**config.mk**
```make
export PLATFORM = sky130hd
export DESIGN_NAME = powerup_sprite_ctrl
export DESIGN_NICKNAME = d
export VERILOG_FILES = /design/src/rtl/powerup_sprite_ctrl_pkg.sv /design/src/rtl/powerup_sprite_ctrl_ram.sv /design/src/rtl/powerup_sprite_ctrl.sv
export SDC_FILE = /design/constraint.sdc
export NUM_CORES = 1
export LEC_CHECK = 0
export CORE_MARGIN = 4
export CORE_UTILIZATION = 67
export CTS_BUF_LIST = sky130_fd_sc_hd__clkbuf_2 sky130_fd_sc_hd__clkbuf_4 sky130_fd_sc_hd__clkbuf_8
export CTS_CLUSTER_DIAMETER = 200
export DETAILED_ROUTE_END_ITERATION = 6
export PLACE_DENSITY = 0.91
export SLEW_MARGIN = 20
export SYNTH_ARGS = -nofsm -noshare
export SYNTH_HDL_FRONTEND = slang
export SYNTH_SLANG_ARGS = --single-unit
```
**constraint.sdc**
```tcl
create_clock -name clk -period 8.9 [get_ports clk]
set_input_delay 2.67 -clock clk [delete_from_list [all_inputs] [get_ports clk]]
set_output_delay 2.67 -clock clk [all_outputs]
set_load 0.05 [all_outputs]
```
**src/rtl/powerup_sprite_ctrl_pkg.sv**
```systemverilog
// Shared types and constants for the power-up sprite controller.
// Latency: n/a (declarations only).
// Backpressure: n/a.
package powerup_pkg;

  typedef enum logic [1:0] {
    ST_IDLE   = 2'd0,
    ST_SHOWN  = 2'd1,
    ST_BLINK  = 2'd2,
    ST_EXPIRE = 2'd3
  } state_e;

  localparam logic [4:0] REG_BITMAP = 5'd0;
  localparam logic [4:0] REG_X0     = 5'd1;
  localparam logic [4:0] REG_Y0     = 5'd2;
  localparam logic [4:0] REG_LIFE   = 5'd3;
  localparam logic [4:0] REG_STATUS = 5'd4;
  localparam logic [4:0] REG_PAL1   = 5'd5;
  localparam logic [4:0] REG_PAL2   = 5'd6;
  localparam logic [4:0] REG_PAL3   = 5'd7;

  localparam int SPRITE_DIM = 16;

  localparam logic [11:0] PAL1_DEFAULT = 12'hF00;
  localparam logic [11:0] PAL2_DEFAULT = 12'h0F0;
  localparam logic [11:0] PAL3_DEFAULT = 12'hFF0;

endpackage

```
**src/rtl/powerup_sprite_ctrl_ram.sv**
```systemverilog
// Simple dual-port bitmap RAM, one write port and one registered read port.
// Latency: read data 1 clk after raddr; same-address read/write returns old data.
// Backpressure: none, accepts a write and a read every cycle.
module powerup_sprite_ctrl_ram #(
  parameter int ADDR_WIDTH = 8,
  parameter int DATA_WIDTH = 2
) (
  input  logic                  clk,
  input  logic                  we,
  input  logic [ADDR_WIDTH-1:0] waddr,
  input  logic [DATA_WIDTH-1:0] wdata,
  input  logic [ADDR_WIDTH-1:0] raddr,
  output logic [DATA_WIDTH-1:0] rdata
);

  logic [DATA_WIDTH-1:0] mem_q [2**ADDR_WIDTH];
  logic [DATA_WIDTH-1:0] rdata_q;

  // Storage is deliberately not reset; the read register samples before the write lands.
  always_ff @(posedge clk) begin
    if (we) mem_q[waddr] <= wdata;
    rdata_q <= mem_q[raddr];
  end

  assign rdata = rdata_q;

endmodule

```
**src/rtl/powerup_sprite_ctrl.sv**
```systemverilog
// Power-up sprite overlay: bitmap scan, lifetime FSM, bus registers (POWERUP_PALETTE_EN adds palette regs 5..7).
// Latency: so_rgb is 2 clk after x/y/si_rgb; register writes take effect the next clk.
// Backpressure: none, streaming pixel path and a bus that always accepts.
module powerup_sprite_ctrl
  import powerup_pkg::*;
#(
  parameter int CD                = 12,
  parameter int BLINK_FRAMES      = 60,
  parameter int BLINK_PERIOD_LOG2 = 3
) (
  input  logic          clk,
  input  logic          reset_n,
  input  logic          cs,
  input  logic          write,
  input  logic [4:0]    addr,
  input  logic [31:0]   wr_data,
  output logic [31:0]   rd_data,
  input  logic          frame_start,
  input  logic [10:0]   x,
  input  logic [10:0]   y,
  input  logic [CD-1:0] si_rgb,
  output logic [CD-1:0] so_rgb,
  output logic          expired
);

  localparam logic [15:0] BLINK_LIMIT = 16'(BLINK_FRAMES);

  logic wr_en;
  logic life_wr;
  logic bm_we;
  assign wr_en   = cs & write;
  assign life_wr = wr_en && (addr == REG_LIFE);
  assign bm_we   = wr_en && (addr == REG_BITMAP);

  state_e                       state_q, state_d;
  logic [15:0]                  life_q, life_d, life_dec;
  logic [BLINK_PERIOD_LOG2-1:0] blink_cnt_q, blink_cnt_d;
  logic                         blink_phase_q, blink_phase_d;
  logic                         expired_q, expired_d;
  logic [10:0]                  x0_q, x0_d, y0_q, y0_d;
  logic [CD-1:0]                pal1, pal2, pal3;

  assign life_dec = life_q - 16'd1;

  // Lifetime FSM next state: a life write overrides any frame tick in the same cycle.
  always_comb begin
    state_d       = state_q;
    life_d        = life_q;
    blink_cnt_d   = blink_cnt_q;
    blink_phase_d = blink_phase_q;
    expired_d     = expired_q;
    if (wr_en && (addr == REG_STATUS) && wr_data[0]) expired_d = 1'b0;
    if (life_wr) begin
      life_d        = wr_data[15:0];
      blink_cnt_d   = '0;
      blink_phase_d = 1'b0;
      if (wr_data[15:0] == 16'd0)             state_d = ST_IDLE;
      else if (wr_data[15:0] <= BLINK_LIMIT)  state_d = ST_BLINK;
      else                                    state_d = ST_SHOWN;
    end else begin
      case (state_q)
        ST_SHOWN: begin
          if (frame_start) begin
            life_d = life_dec;
            if (life_dec <= BLINK_LIMIT) state_d = ST_BLINK;
          end
        end
        ST_BLINK: begin
          if (frame_start) begin
            life_d      = life_dec;
            blink_cnt_d = blink_cnt_q + 1'b1;
            if (blink_cnt_q == {BLINK_PERIOD_LOG2{1'b1}}) blink_phase_d = ~blink_phase_q;
            if (life_dec == 16'd0) state_d = ST_EXPIRE;
          end
        end
        ST_EXPIRE: begin
          state_d       = ST_IDLE;
          blink_cnt_d   = '0;
          blink_phase_d = 1'b0;
        end
        default: ;
      endcase
    end
    // Expiry flag is set on the EXPIRE cycle even if a clear or reload arrives with it.
    if (state_q == ST_EXPIRE) expired_d = 1'b1;
  end

  // Sprite origin registers.
  always_comb begin
    x0_d = x0_q;
    y0_d = y0_q;
    if (wr_en && (addr == REG_X0)) x0_d = wr_data[10:0];
    if (wr_en && (addr == REG_Y0)) y0_d = wr_data[10:0];
  end

  // Control state registers.
  always_ff @(posedge clk or negedge reset_n) begin
    if (!reset_n) begin
      state_q       <= ST_IDLE;
      life_q        <= '0;
      blink_cnt_q   <= '0;
      blink_phase_q <= 1'b0;
      expired_q     <= 1'b0;
      x0_q          <= '0;
      y0_q          <= '0;
    end else begin
      state_q       <= state_d;
      life_q        <= life_d;
      blink_cnt_q   <= blink_cnt_d;
      blink_phase_q <= blink_phase_d;
      expired_q     <= expired_d;
      x0_q          <= x0_d;
      y0_q          <= y0_d;
    end
  end

`ifdef POWERUP_PALETTE_EN
  logic [CD-1:0] pal1_q, pal1_d, pal2_q, pal2_d, pal3_q, pal3_d;

  // Bus-writable palette entries for colour indices 1..3.
  always_comb begin
    pal1_d = pal1_q;
    pal2_d = pal2_q;
    pal3_d = pal3_q;
    if (wr_en && (addr == REG_PAL1)) pal1_d = wr_data[CD-1:0];
    if (wr_en && (addr == REG_PAL2)) pal2_d = wr_data[CD-1:0];
    if (wr_en && (addr == REG_PAL3)) pal3_d = wr_data[CD-1:0];
  end

  // Palette registers come up at the fixed default colours.
  always_ff @(posedge clk or negedge reset_n) begin
    if (!reset_n) begin
      pal1_q <= CD'(PAL1_DEFAULT);
      pal2_q <= CD'(PAL2_DEFAULT);
      pal3_q <= CD'(PAL3_DEFAULT);
    end else begin
      pal1_q <= pal1_d;
      pal2_q <= pal2_d;
      pal3_q <= pal3_d;
    end
  end

  assign pal1 = pal1_q;
  assign pal2 = pal2_q;
  assign pal3 = pal3_q;
`else
  assign pal1 = CD'(PAL1_DEFAULT);
  assign pal2 = CD'(PAL2_DEFAULT);
  assign pal3 = CD'(PAL3_DEFAULT);
`endif

  // Register read mux; write-only and unused addresses read as zero.
  always_comb begin
    rd_data = '0;
    case (addr)
      REG_X0:     rd_data = {21'd0, x0_q};
      REG_Y0:     rd_data = {21'd0, y0_q};
      REG_LIFE:   rd_data = {16'd0, life_q};
      REG_STATUS: rd_data = {29'd0, state_q, expired_q};
`ifdef POWERUP_PALETTE_EN
      REG_PAL1:   rd_data = 32'(pal1);
      REG_PAL2:   rd_data = 32'(pal2);
      REG_PAL3:   rd_data = 32'(pal3);
`endif
      default: ;
    endcase
  end

  // Stage 0: wrap-safe offsets, so pixels left of or above the origin give huge dx/dy and miss.
  logic [10:0] dx, dy;
  logic        hit, visible;
  logic [7:0]  ram_raddr;
  logic [1:0]  ram_rdata;
  assign dx        = x - x0_q;
  assign dy        = y - y0_q;
  assign hit       = (dx < 11'(SPRITE_DIM)) && (dy < 11'(SPRITE_DIM));
  assign visible   = (state_q == ST_SHOWN) || ((state_q == ST_BLINK) && !blink_phase_q);
  assign ram_raddr = {dy[3:0], dx[3:0]};

  powerup_sprite_ctrl_ram #(
    .ADDR_WIDTH (8),
    .DATA_WIDTH (2)
  ) u_bitmap (
    .clk   (clk),
    .we    (bm_we),
    .waddr (wr_data[7:0]),
    .wdata (wr_data[9:8]),
    .raddr (ram_raddr),
    .rdata (ram_rdata)
  );

  logic          hit_q;
  logic [CD-1:0] si_rgb_q, so_rgb_q, colour;

  // Stage 1: index 0 is transparent, otherwise the palette colour replaces the upstream pixel.
  always_comb begin
    colour = si_rgb_q;
    if (hit_q) begin
      case (ram_rdata)
        2'd1:    colour = pal1;
        2'd2:    colour = pal2;
        2'd3:    colour = pal3;
        default: ;
      endcase
    end
  end

  // Pixel pipeline registers, cleared so the overlay outputs black during reset.
  always_ff @(posedge clk or negedge reset_n) begin
    if (!reset_n) begin
      hit_q    <= 1'b0;
      si_rgb_q <= '0;
      so_rgb_q <= '0;
    end else begin
      hit_q    <= hit && visible;
      si_rgb_q <= si_rgb;
      so_rgb_q <= colour;
    end
  end

  assign so_rgb  = so_rgb_q;
  assign expired = expired_q;

  logic unused_wr_hi;
  assign unused_wr_hi = ^wr_data[31:16];

endmodule

```
### Yosys cells after proc, flatten, opt, wreduce, memory -nomap -nowiden

Memory sizes are Yosys's and may differ from the RTL's. A register that Yosys moved wholly into a read port is not among the register bits.
Index checks and enable logic that the tools add are counted.

| word-level totals | value |
|---|---|
| bits in latches | 0 |
| bits in read-only memories | 0 |
| RAM bits | 512 |
| input bits | 76 |
| flip-flop bits (word level) | 70 |
| memories kept | 1 |
| word-level logic and storage cells | 86 |

| cells by class | value |
|---|---|
| mux-type cells | 25 |
| $add $sub $neg | 4 |
| eq/ne operators | 16 |
| divide/modulo/power cells | 0 |
| reduce and logical (&&, ||, !) cells | 24 |
| shifts and indexed selects | 0 |
| order comparisons | 4 |
| bitwise logic cells | 2 |
| $mul | 0 |

Memories:

| name | words | width | read ports | clocked after memory_dff | wr ports | line | text |
|---|---|---|---|---|---|---|---|
| u_bitmap.mem_q | 256 | 2 | 1 | 1 | 1 | powerup_sprite_ctrl_ram.sv:16 | `logic [DATA_WIDTH-1:0] mem_q [2**ADDR_WIDTH];` |

Operators with widths:

| kind | number |
|---|---|
| 16-bit case mux with 4 select lines | 1 |
| 16-bit 2-to-1 mux | 3 |
| 12-bit case mux with 3 select lines | 1 |
| 16-bit by 6-bit <= comparator with 1-bit output, second input constant | 2 |
| 16-bit zero test | 2 |
| 11-bit by 5-bit < comparator with 1-bit output, second input constant | 2 |
| 11-bit subtractor | 2 |
| 16-bit by 1-bit subtractor with 16-bit output, second input constant | 1 |
| 3-bit != test, second input constant | 5 |
| 2-bit 2-to-1 mux | 7 |
| 12-bit 2-to-1 mux | 1 |
| 5-bit by 2-bit equality test with 1-bit output, second input constant | 2 |
| 1-bit logical AND | 9 |
| 2-bit equality test, second input constant | 4 |
| 1-bit 2-to-1 mux | 7 |
| 3-bit 2-to-1 mux | 2 |
| 2-bit case mux with 3 select lines | 1 |
| 3-bit case mux with 2 select lines | 1 |
| 2-bit nonzero test | 3 |
| 5-bit by 1-bit equality test with 1-bit output, second input constant | 1 |
| 5-bit by 3-bit equality test with 1-bit output, second input constant | 1 |
| 5-bit zero test | 1 |
| 5-bit AND reduction | 1 |
| 2-bit by 1-bit equality test with 1-bit output, second input constant | 2 |
| other kinds (12) | 13 |

### Longest topological paths before layout

| depth | value |
|---|---|
| word-level depth | 6 |
| gate-level depth with buffers | 14 |

### Hierarchy

Synthesis repeated with hierarchy kept, for this count alone.

| unflattened totals | value |
|---|---|
| cells, all modules | 1,790 |
| area total of the unflattened synthesis | 26,031.2 sq um |

By module, submodules not included:

| module | times used | area each (sq um) | seq. area each (sq um) | cells an instance |
|---|---|---|---|---|
| powerup_sprite_ctrl_ram | 1 | 21,381.8 | 15,414.8 | 1,242 |
| powerup_sprite_ctrl | 1 | 4,649.5 | 1,751.7 | 548 |

### Least setup slack after synthesis

OpenSTA, ideal clock, no wires.

| timing path | value |
|---|---|
| kind | input -> output |
| start | input port addr[1] |
| end | output port rd_data[0] |
| setup slack | 1.733 ns |
| arrival time | 4.497 ns |
| stages | 5 |
| cells stage by stage | clkbuf_1 clkbuf_1 mux2_2 a22oi_1 o21ai_0 |

| on the way | value |
|---|---|
| longest elaborated chain between the ends | 2 |

RTL lines:

| element | line | text |
|---|---|---|
| start: declaration | powerup_sprite_ctrl.sv:15 | `input logic [4:0] addr,` |
| 5-bit by 3-bit equality test with 1-bit output, or another cell as far along | powerup_sprite_ctrl.sv:155 | `case (addr)` |
| 16-bit case mux with 4 select lines (*) | powerup_sprite_ctrl.sv:155 |  |
| end: declaration | powerup_sprite_ctrl.sv:17 | `output logic [31:0] rd_data,` |

Every way passes the cells marked *; elsewhere a longest branch is shown, timed or not.

### Worst setup path after layout

| timing path | value |
|---|---|
| start | input port addr[0] |
| end | output port rd_data[0] |

The elaborated chain is that of the path after synthesis.

==> flow_summary.json <==
{
  "p_switching_mw": 2.076,
  "setup_violations": 0,
  "antenna_cells": 0,
  "insertion_delay_ns": 0.66,
  "max_freq_mhz": 122.8,
  "cts_buffer_depth": 3,
  "drc": 1,
  "core_um2": 37580,
  "final.setup.tns_ns": 0,
  "multi_input_area_um2": 7676,
  "clock_sinks": 584,
  "intPower_mw": 4.741,
  "drv_cap": 0,
  "drtIter0Drc": 2224,
  "worst-path-max-fanout": 17,
  "combPwrFrac_pct": 22.9,
  "nNetsFinal": 1929,
  "place_ws_ns": 0.8522,
  "gr-usage-all-layers_pct": 31.46,
  "period_share_pct": 91.48,
  "cts_setup_buffers": 0,
  "cts-root-buf": "clkbuf_8",
  "hold_viol": 0,
  "regArea_um2": 17170,
  "start_util_pct": 67.74,
  "finalWorstSetupSlack_ns": 0.7580,
  "die_y_um": 202.9,
  "hp-class": "reg -> reg",
  "design_area_um2": 28380,
  "num_vias": 16190,
  "power.density_nw_per_um2": 240.2,
  "syn_area_um2": 25460,
  "async_flop_share_pct": 11.99,
  "rsz0062_at_grt": "false",
  "final.setup_skew_ns": 0.01206,
  "gp_congestion": 0.8932,
  "layout-drive-gt1-share_pct": 17.26,
  "die_x_um": 202.9,
  "cts_resized": 0,
  "cts_buffers": 89,
  "grt_overflow_total": 0,
  "port-buffer-count": 88,
  "grt_max_degree": 114,
  "routedWlPerCell_um": 26.77,
  "viasPerCell": 6.729,
  "finalMaxSlewViolations": 0,
  "cts_hold_buf": 0,
  "violations": "design-rule violations",
  "seqPwrFrac_pct": 46.3,
  "finalNonFillerCells": 2406,
  "cts_tree": "yes",
  "cts_max_level": 3,
  "peakVddDrop_mv": 0.1216,
  "rows": 71,
  "status": "complete, but fails checks",
  "ant_nets": 0,
  "grt_pass1_vias": 16160,
  "ys.flop_type": "edfxtp_1",
  "holdWs_ns": 0.4521,
  "drt_first_pass_iters": 7,
  "dp_hpwl_um": 37640,
  "layout_min_cycle_time_ns": 8.142,
  "top_layer": "met4",
  "synth_top_area_share_pct": 60.40,
  "die_area_um2": 41180,
  "yosys.area.top_type": "edfxtp_1",
  "arrival_ns": 5.47,
  "syn_inst": 1721,
  "ys_ff_latch": 584,
  "startpoint_type": "primary input",
  "tightest_slew_ns": 1.251,
  "avgSynthCellArea_um2": 14.79,
  "crit_path_end_kind": "output pin",
  "wirelength_um": 64400,
  "wl_met2_um": 31400,
  "seq_area_frac_synth_pct": 67.44,
  "clk_pin_slew_ns": 0.06,
  "synth_edf_count": 512,
  "path_class": "in -> out",
  "io_pins": 121,
  "fillers": 2017,
  "antenna_found_initial": 0,
  "grt_pass1_wl_um": 97530,
  "critical_path_required_ns": 6.23,
  "synth.distinct_cells": 65,
  "place_area_um2": 26690,
  "dp.cells": 2243,
  "clkPwrFrac_pct": 30.8,
  "swShare_pct": 30.45,
  "yosys_warnings": 0,
  "relSlewSlack_pct": 16.43,
  "leakagePower_nw": 9.398,
  "synthTopCellsByArea": "edfxtp_1 (60%), mux4_2 (12%), dfrtp_1 (6.9%)",
  "wirelength_met1_um": 21890,
  "area_delta_synth_final_pct": 11.48,
  "route.met3.wl_um": 7700
}
## critical path, stage by stage
cell,delay (ns)
clkdlybuf4s50_1,0.73
nor2b_1,0.74
a22oi_1,0.21
o21ai_0,0.25
clkdlybuf4s50_1,0.87
## layer usage
layer,GRT usage (%),vias up
li1,-,6650
met1,41.67,7967
met2,50.89,1328
met3,6.820,246
met4,14.84,0
met5,0,-
## area by class of cell
class                   instances  share of cell area [%]
clock buffers                 115                   5.048
flip-flops and latches        584                   60.49
well taps                     511                   2.253
inverters                      37                  0.4894
multi-input cells             996                   27.05
repair buffers                115                   3.853
clock inverters                48                  0.8157
## power by group through the flow
| stage | sequential [mW] | combinational (mW) | clock, mW |
|---|---|---|---|
| after floorplan | 3.17 | 1.08 | 0 |
| after global placement | 3.21 | 1.42 | 0 |
| after detailed placement | 3.21 | 1.50 | 0 |
| after CTS | 3.15 | 1.53 | 2.11 |
| after global routing | 3.16 | 1.65 | 2.25 |
| final | 3.16 | 1.56 | 2.10 |
## cells by family after synthesis
| family | synth area share [%] |
|---|---|
| simple gates | 10.00 |
| mux | 13.08 |
| buf+inv | 2.870 |
| fa+ha+maj | 1.534 |
| compound gates | 3.996 |
| flops | 67.44 |
| other cells | 0.01473 |
| xor+xnor | 1.067 |
## registers in the layout, summed over array words and instances (netlist names), 2 cells and up
| signal | cells |
|---|---|
| u_bitmap.mem_q | 512 |
| life_q | 16 |
| si_rgb_q | 12 |
| so_rgb | 12 |
| x0_q | 11 |
| y0_q | 11 |
| blink_cnt_q | 3 |
| state_q | 2 |
| u_bitmap.rdata | 2 |
## per-stage QoR
stage	utilization, %	total power, mW
after floorplan	-	4.253
after global placement	71.04	4.629
after detailed placement	71.04	4.705
after CTS	75.46	6.785
after global routing	75.52	7.055
final	75.52	6.816
## synth_stat cells, types with 15 or more instances
master	count
edfxtp_1	512
nor2_1	305
xnor2_1	15
nor3_1	17
xor2_1	16
inv_1	37
a22oi_1	18
buf_2	19
ha_1	28
clkbuf_1	70
mux4_2	138
a21oi_1	22
dfrtp_1	70
nand2_1	172
and2_1	17
buf_4	23
nand3_1	32
o21ai_0	57
## path summary, 6_finish.rpt
kind,slack [ns],cells past startpoint,start,end
min in group asynchronous,1.91,1,reset_n,blink_phase_q$_DFFE_PN0P_
setup reg to reg,4.27,10,x0_q[0]$_DFFE_PN0P_,u_bitmap.rdata[0]$_DFF_P_
hold reg to reg,0.45,1,si_rgb_q[3]$_DFF_PN0_,so_rgb[3]$_DFF_PN0_
max in group asynchronous,5.96,2,reset_n,si_rgb_q[10]$_DFF_PN0_
setup / recovery,0.76,5,addr[0],rd_data[0]
hold / removal,0.45,1,si_rgb_q[3]$_DFF_PN0_,so_rgb[3]$_DFF_PN0_
## cell usage in the layout, fill, tap and decap left out, types with 12 or more instances in the layout
| cell type | n |
|---|---|
| xnor2_1 | 14 |
| ha_1 | 27 |
| clkinv_1 | 26 |
| clkdlybuf4s50_1 | 85 |
| a21oi_1 | 22 |
| nand2_1 | 171 |
| a22oi_1 | 18 |
| o21ai_0 | 57 |
| clkinv_2 | 15 |
| nand3_1 | 32 |
| conb_1 | 16 |
| clkbuf_4 | 24 |
| nor3_1 | 17 |
| and2_1 | 17 |
| edfxtp_1 | 512 |
| buf_4 | 26 |
| xor2_1 | 15 |
| inv_1 | 37 |
| mux4_2 | 138 |
| nor2_1 | 305 |
| clkbuf_8 | 91 |
| mux2i_1 | 12 |
| dfrtp_1 | 70 |
No activity file was read; power rests on OpenSTA's default activity.
